### config.mk
export PLATFORM = sky130hd
export DESIGN_NAME = sum_bcd_converter_flat
export DESIGN_NICKNAME = d
export VERILOG_FILES = /design/src/rtl/sum_bcd_pkg.sv /design/src/rtl/sum_bcd_converter_if.sv /design/src/rtl/bcd_add3_digit.sv /design/src/rtl/sum_bcd_converter.sv /design/src/flat_wrapper.sv
export SDC_FILE = /design/constraint.sdc
export NUM_CORES = 1
export LEC_CHECK = 0
export BUFFER_PORTS_ARGS = -buffer_cell sky130_fd_sc_hd__buf_2
export CORE_AREA = 3 3 72 101
export DETAILED_ROUTE_END_ITERATION = 6
export DIE_AREA = 0 0 75 104
export PLACE_DENSITY = 0.85
export SYNTH_ARGS = -nofsm -noshare
export SYNTH_HDL_FRONTEND = slang
export SYNTH_HIERARCHICAL = 1
export SYNTH_SLANG_ARGS = --single-unit
### constraint.sdc
create_clock -name clk -period 1.9 [get_ports clk]
set_input_delay 0.38 -clock clk [delete_from_list [all_inputs] [get_ports clk]]
set_output_delay 0.38 -clock clk [all_outputs]
set_load 0.02 [all_outputs]
### src/rtl/sum_bcd_pkg.sv
// Shared definitions for the sum-to-BCD converter slice.
// Holds the FSM state encoding, the BCD digit width and the double-dabble
// add-3 threshold. Imported by the interface, the digit adjuster and the top.
package sum_bcd_pkg;

  localparam logic [1:0] ST_IDLE  = 2'd0;
  localparam logic [1:0] ST_SHIFT = 2'd1;
  localparam logic [1:0] ST_DONE  = 2'd2;

  typedef enum logic [1:0] {
    StIdle  = ST_IDLE,
    StShift = ST_SHIFT,
    StDone  = ST_DONE
  } state_e;

  localparam int unsigned BCD_DIGIT_W = 4;

  // A digit at or above this value would reach >= 10 after the next shift.
  localparam logic [BCD_DIGIT_W-1:0] ADD3_THRESHOLD = 4'd5;
  localparam logic [BCD_DIGIT_W-1:0] ADD3_OFFSET    = 4'd3;

endpackage

### src/rtl/sum_bcd_converter_if.sv
// Handshake bundle between the adder, the BCD converter and the display path.
// Optional macro: LEADING_ZERO_BLANK_EN adds digit_en.
// Signals:
//   in_valid/in_ready   operand handshake (upstream -> converter)
//   sum/cout            adder result, {cout, sum} is the value converted
//   out_valid/out_ready result handshake (converter -> consumer)
//   bcd                 packed BCD, digit 0 in bits [3:0]
//   busy                conversion in progress
//   digit_en            (optional) per-digit leading-zero blanking mask
// Modports: master = upstream/consumer side, slave = converter.
interface sum_bcd_converter_if #(
  parameter int unsigned WIDTH  = 16,
  parameter int unsigned DIGITS = 6
);
  import sum_bcd_pkg::*;

  logic                          in_valid;
  logic                          in_ready;
  logic [WIDTH-1:0]              sum;
  logic                          cout;
  logic                          out_valid;
  logic                          out_ready;
  logic [BCD_DIGIT_W*DIGITS-1:0] bcd;
  logic                          busy;
`ifdef LEADING_ZERO_BLANK_EN
  logic [DIGITS-1:0]             digit_en;
`endif

  modport master (
    output in_valid, sum, cout, out_ready,
`ifdef LEADING_ZERO_BLANK_EN
    input  digit_en,
`endif
    input  in_ready, out_valid, bcd, busy
  );

  modport slave (
    input  in_valid, sum, cout, out_ready,
`ifdef LEADING_ZERO_BLANK_EN
    output digit_en,
`endif
    output in_ready, out_valid, bcd, busy
  );

endinterface

### src/rtl/bcd_add3_digit.sv
// Double-dabble digit correction: adds 3 to a BCD digit that is >= 5 so the
// following left shift carries correctly into the next decimal digit.
// Ports:
//   digit     4-bit BCD digit before the shift
//   adjusted  corrected digit (never overflows since digit <= 9)
module bcd_add3_digit
  import sum_bcd_pkg::*;
(
  input  logic [BCD_DIGIT_W-1:0] digit,
  output logic [BCD_DIGIT_W-1:0] adjusted
);

  always_comb begin
    adjusted = digit;
    if (digit >= ADD3_THRESHOLD) begin
      adjusted = digit + ADD3_OFFSET;
    end
  end

endmodule

### src/rtl/sum_bcd_converter.sv
// Sequential binary-to-BCD converter for the adder result {cout, sum}.
// One double-dabble step per clock: accept in IDLE, WIDTH+1 shifts in SHIFT,
// then hold the result in DONE until the consumer takes it.
// Optional macro: LEADING_ZERO_BLANK_EN adds the registered digit_en mask.
// Ports:
//   clk   rising-edge clock
//   rst   synchronous, active-high reset
//   bus   sum_bcd_converter_if.slave (in/out handshakes, sum, cout, bcd, busy)
module sum_bcd_converter
  import sum_bcd_pkg::*;
#(
  parameter int unsigned WIDTH  = 16,
  parameter int unsigned DIGITS = 6
) (
  input  logic                 clk,
  input  logic                 rst,
  sum_bcd_converter_if.slave   bus
);

  localparam int unsigned BIN_W = WIDTH + 1;
  localparam int unsigned ACC_W = BCD_DIGIT_W * DIGITS;
  localparam int unsigned CNT_W = $clog2(WIDTH + 2);

  state_e             state_q, state_d;
  logic [BIN_W-1:0]   bin_q, bin_d;
  logic [ACC_W-1:0]   acc_q, acc_d;
  logic [ACC_W-1:0]   acc_adj;
  logic [ACC_W-1:0]   acc_shift;
  logic [CNT_W-1:0]   cnt_q, cnt_d;
  logic [ACC_W-1:0]   bcd_q, bcd_d;
  logic               load_result;

  // Per-digit add-3 correction ahead of the shift.
  for (genvar i = 0; i < DIGITS; i++) begin : g_add3
    bcd_add3_digit u_add3 (
      .digit    (acc_q[i*BCD_DIGIT_W +: BCD_DIGIT_W]),
      .adjusted (acc_adj[i*BCD_DIGIT_W +: BCD_DIGIT_W])
    );
  end

  // Corrected accumulator shifted left, pulling in the binary MSB.
  assign acc_shift = {acc_adj[ACC_W-2:0], bin_q[BIN_W-1]};

  always_comb begin
    state_d     = state_q;
    bin_d       = bin_q;
    acc_d       = acc_q;
    cnt_d       = cnt_q;
    bcd_d       = bcd_q;
    load_result = 1'b0;

    case (state_q)
      StIdle: begin
        if (bus.in_valid) begin
          bin_d   = {bus.cout, bus.sum};
          acc_d   = '0;
          cnt_d   = CNT_W'(BIN_W);
          state_d = StShift;
        end
      end
      StShift: begin
        acc_d = acc_shift;
        bin_d = {bin_q[BIN_W-2:0], 1'b0};
        cnt_d = cnt_q - CNT_W'(1);
        if (cnt_q == CNT_W'(1)) begin
          bcd_d       = acc_shift;
          load_result = 1'b1;
          state_d     = StDone;
        end
      end
      StDone: begin
        if (bus.out_ready) begin
          state_d = StIdle;
        end
      end
      default: begin
        state_d = StIdle;
      end
    endcase
  end

  always_ff @(posedge clk) begin
    if (rst) begin
      state_q <= StIdle;
      bin_q   <= '0;
      acc_q   <= '0;
      cnt_q   <= '0;
      bcd_q   <= '0;
    end else begin
      state_q <= state_d;
      bin_q   <= bin_d;
      acc_q   <= acc_d;
      cnt_q   <= cnt_d;
      bcd_q   <= bcd_d;
    end
  end

  assign bus.in_ready  = (state_q == StIdle);
  assign bus.busy      = (state_q == StShift);
  assign bus.out_valid = (state_q == StDone);
  assign bus.bcd       = bcd_q;

`ifdef LEADING_ZERO_BLANK_EN
  logic [DIGITS-1:0] digit_en_q, digit_en_d;

  // Scan from the most significant digit; once a nonzero digit is seen every
  // lower digit is shown. The units digit is always shown.
  always_comb begin
    logic seen;
    seen       = 1'b0;
    digit_en_d = '0;
    for (int i = int'(DIGITS) - 1; i >= 0; i--) begin
      seen          = seen | (acc_shift[i*BCD_DIGIT_W +: BCD_DIGIT_W] != '0);
      digit_en_d[i] = seen;
    end
    digit_en_d[0] = 1'b1;
  end

  always_ff @(posedge clk) begin
    if (rst) begin
      digit_en_q <= DIGITS'(1);
    end else if (load_result) begin
      digit_en_q <= digit_en_d;
    end
  end

  assign bus.digit_en = digit_en_q;
`else
  logic unused_load_result;
  assign unused_load_result = load_result;
`endif

endmodule

### src/flat_wrapper.sv
// flat-port wrapper written by rule: the top's interface ports become plain ports
module sum_bcd_converter_flat import sum_bcd_pkg::*;
#(
  parameter int unsigned WIDTH  = 16,
  parameter int unsigned DIGITS = 6
)
  (clk, rst, bus_in_valid, bus_sum, bus_cout, bus_out_ready, bus_in_ready, bus_out_valid, bus_bcd, bus_busy);
  sum_bcd_converter_if #(.WIDTH(WIDTH), .DIGITS(DIGITS)) bus_i ();
  input  logic clk;
  input  logic rst;
  input wire logic [$bits(bus_i.in_valid)-1:0] bus_in_valid;
  input wire logic [$bits(bus_i.sum)-1:0] bus_sum;
  input wire logic [$bits(bus_i.cout)-1:0] bus_cout;
  input wire logic [$bits(bus_i.out_ready)-1:0] bus_out_ready;
  output wire logic [$bits(bus_i.in_ready)-1:0] bus_in_ready;
  output wire logic [$bits(bus_i.out_valid)-1:0] bus_out_valid;
  output wire logic [$bits(bus_i.bcd)-1:0] bus_bcd;
  output wire logic [$bits(bus_i.busy)-1:0] bus_busy;
  assign bus_i.in_valid = bus_in_valid;
  assign bus_i.sum = bus_sum;
  assign bus_i.cout = bus_cout;
  assign bus_i.out_ready = bus_out_ready;
  assign bus_in_ready = bus_i.in_ready;
  assign bus_out_valid = bus_i.out_valid;
  assign bus_bcd = bus_i.bcd;
  assign bus_busy = bus_i.busy;
  sum_bcd_converter #(.WIDTH(WIDTH), .DIGITS(DIGITS)) u_core (.clk(clk), .rst(rst), .bus(bus_i));
endmodule
==> impl_metrics.yaml <==
timing:
  hold_viol_final: 0
  slew_viol_final: 0
  worst_slack_ns: 0.104
  tightest_slew_ns: 0.461
  holdWs_ns: 0.388
  final.setup_skew_ns: 0.00467
  post-route-period-util: 0.945
  clock.fmax_mhz: 557
  tns_ns: 0
  slew_headroom: 0.692
  setup_viol: 0
  rsz0062_at_grt: "no"
  min_period_ns: 1.80
hold_path:
  hp-class: "in -> reg"
place:
  dpl_cell_area_mm2: 0.00391
  gp_congestion: 0.772
  dp_slack_ns: 0.261
  io_buffers: 47
  detailed_place_hpwl_mm: 4.84
yosys:
  syn-cell-area_mm2: 0.00365
  yosysWarnings: 6
  syn_inst: 435
  synth.avg_cell_area_um2: 8.38
  synth_nets: 470
floorplanning:
  rows: 35
  die_w_um: 75
  io_pins: 48
  die-area_mm2: 0.00780
  core_mm2: 0.00653
  initial_core_util: 0.559
  die_h_um: 104
critical_path:
  endpoint: "bus_busy"
  startpoint: "u_core/state_q[0]$_SDFFE_PP0P_"
  cp-end-kind: "output port"
  crit_fanout: 15
  startpoint_type: "flop"
  crit_path_max_incr_delay_ns: 0.34
  crit_family: "buffers and inverters"
  crit_buf_inv: 3
  worst-r2r-cell-count: 5
  critical_path_class: "reg -> out"
  required_ns: 1.52
  r2r-end: "u_core/bus.bcd[2]$_SDFFE_PP0P_"
  r2r_slack_ns: 0.24
  arrival_ns: 1.42
  rr_startpoint: "u_core/state_q[0]$_SDFFE_PP0P_"
  slowest_stage: "dfxtp_1"
  path_cells: "buf_4 -> nand2b_1 -> inv_2 -> buf_2"
  path_depth: 4
power_and_ir_drop:
  vdd_ir_drop_max_mv: 0.576
  p_comb_frac: 0.139
  p_switching_mw: 0.791
  p_clk_frac: 0.343
  pwr_density_cell_mw_per_mm2: 760
  p_leak_nw: 1.66
  power_frac_seq: 0.518
  switching_share: 0.255
  p_int_mw: 2.31
final_layout:
  syn_to_final_growth_pct: 12.0
  nets: 505
  drive_gt1_frac: 0.199
  antenna_cells: 0
  fill_cells: 573
  layout_commonest_cell: "dfxtp_1"
  fin_util: 0.626
  multi_input_area_mm2: 0.00201
  layout_common_cells: "dfxtp_1, nand2b_1, nor2_1"
  fin_area_mm2: 0.00408
  seqCellArea_mm2: 0.00144
cts:
  postCtsSetupBuffers: 0
  numCtsBuffers: 9
  tritoncts: "built"
  cts-resized-gates: 0
  cts.sinks: 72
  htreeDepth: 3
  cts-root-buf: "clkbuf_8"
  clk_latency_ns: 0.34
  cts_buffer_depth: 2
  cts_hold_buffers: 0
  clk_pin_slew_ns: 0.06
global_route:
  grt_max_degree: 97
  grt_remaining_overflow: 0
  grt_pass1_vias: 2958
  grtUsageTotal: 0.197
  grt_pass1_wl_mm: 12.4
  antenna_found_initial: 0
status:
  status: "completed"
routing:
  via_count: 3106
  drc: 0
  drtAntennaViolNets: 0
  routed_wl_mm: 7.43
  drt_iter0_markers: 178
  drt-pass1-iter-count: 4
  vias_per_cell: 5.68
  avgRoutedWirePerCell_um: 13.6
flow_run:
  cap_violations: 0
==> per-stage QoR <==
stage                     cells  power, mW
after CTS                   547       3.14
after global routing        547       3.25
after floorplan             435       1.97
after detailed placement    533       2.07
after global placement      533       2.06
final                       547       3.10
==> how the worst min path moves through the flow <==
stage                     slack [ns]                            from                              to  depth (start not counted)
after floorplan                 0.45    u_core/bin_q[0]$_SDFFE_PP0P_    u_core/bin_q[0]$_SDFFE_PP0P_                          2
after global placement          0.45  u_core/bus.bcd[9]$_SDFFE_PP0P_  u_core/bus.bcd[9]$_SDFFE_PP0P_                          2
after detailed placement        0.45  u_core/bus.bcd[8]$_SDFFE_PP0P_  u_core/bus.bcd[8]$_SDFFE_PP0P_                          2
after CTS                       0.37                   bus_out_ready  u_core/state_q[1]$_SDFFE_PP0P_                          4
after global routing            0.42                      bus_sum[0]    u_core/bin_q[0]$_SDFFE_PP0P_                          4
final                           0.39                   bus_out_ready  u_core/state_q[1]$_SDFFE_PP0P_                          4
==> sequential cells by signal, summed over array words and instances (netlist names) <==
register,count
u_core/acc_q,24
u_core/bus.bcd,24
u_core/bin_q,17
u_core/cnt_q,5
u_core/state_q,2
==> power groups by stage <==
stage	logic, mW	clock network [mW]	registers, mW
2_1_floorplan	0.334	0	1.63
3_3_place_gp	0.419	0	1.64
3_5_place_dp	0.428	0	1.64
4_1_cts	0.430	1.10	1.61
5_1_grt	0.480	1.15	1.61
6_report	0.430	1.07	1.61
==> worst register-to-register path: stages, from the launching register on <==
cell	delay (ns)
dfxtp_1	0.34
buf_4	0.18
nand2b_1	0.14
inv_2	0.21
and2_2	0.48
o21ai_0	0.18
==> layout make-up <==
type | instances | share of cell area
Clock buffer | 14 | 0.0423
Inverter | 16 | 0.0147
Timing Repair Buffer | 55 | 0.0754
Multi-Input combinational cell | 316 | 0.492
Tap cell | 74 | 0.0227
Sequential cell | 72 | 0.353
==> metal layers <==
layer / vias up / wire [µm] / track usage
met5: - / 0 / 0
met2: 70 / 3790 / 0.342
met4: 0 / 100 / 0.0687
met3: 7 / 328 / 0.0493
met1: 1460 / 3210 / 0.225
li1: 1569 / - / -
(Power assumes the default switching activity.)
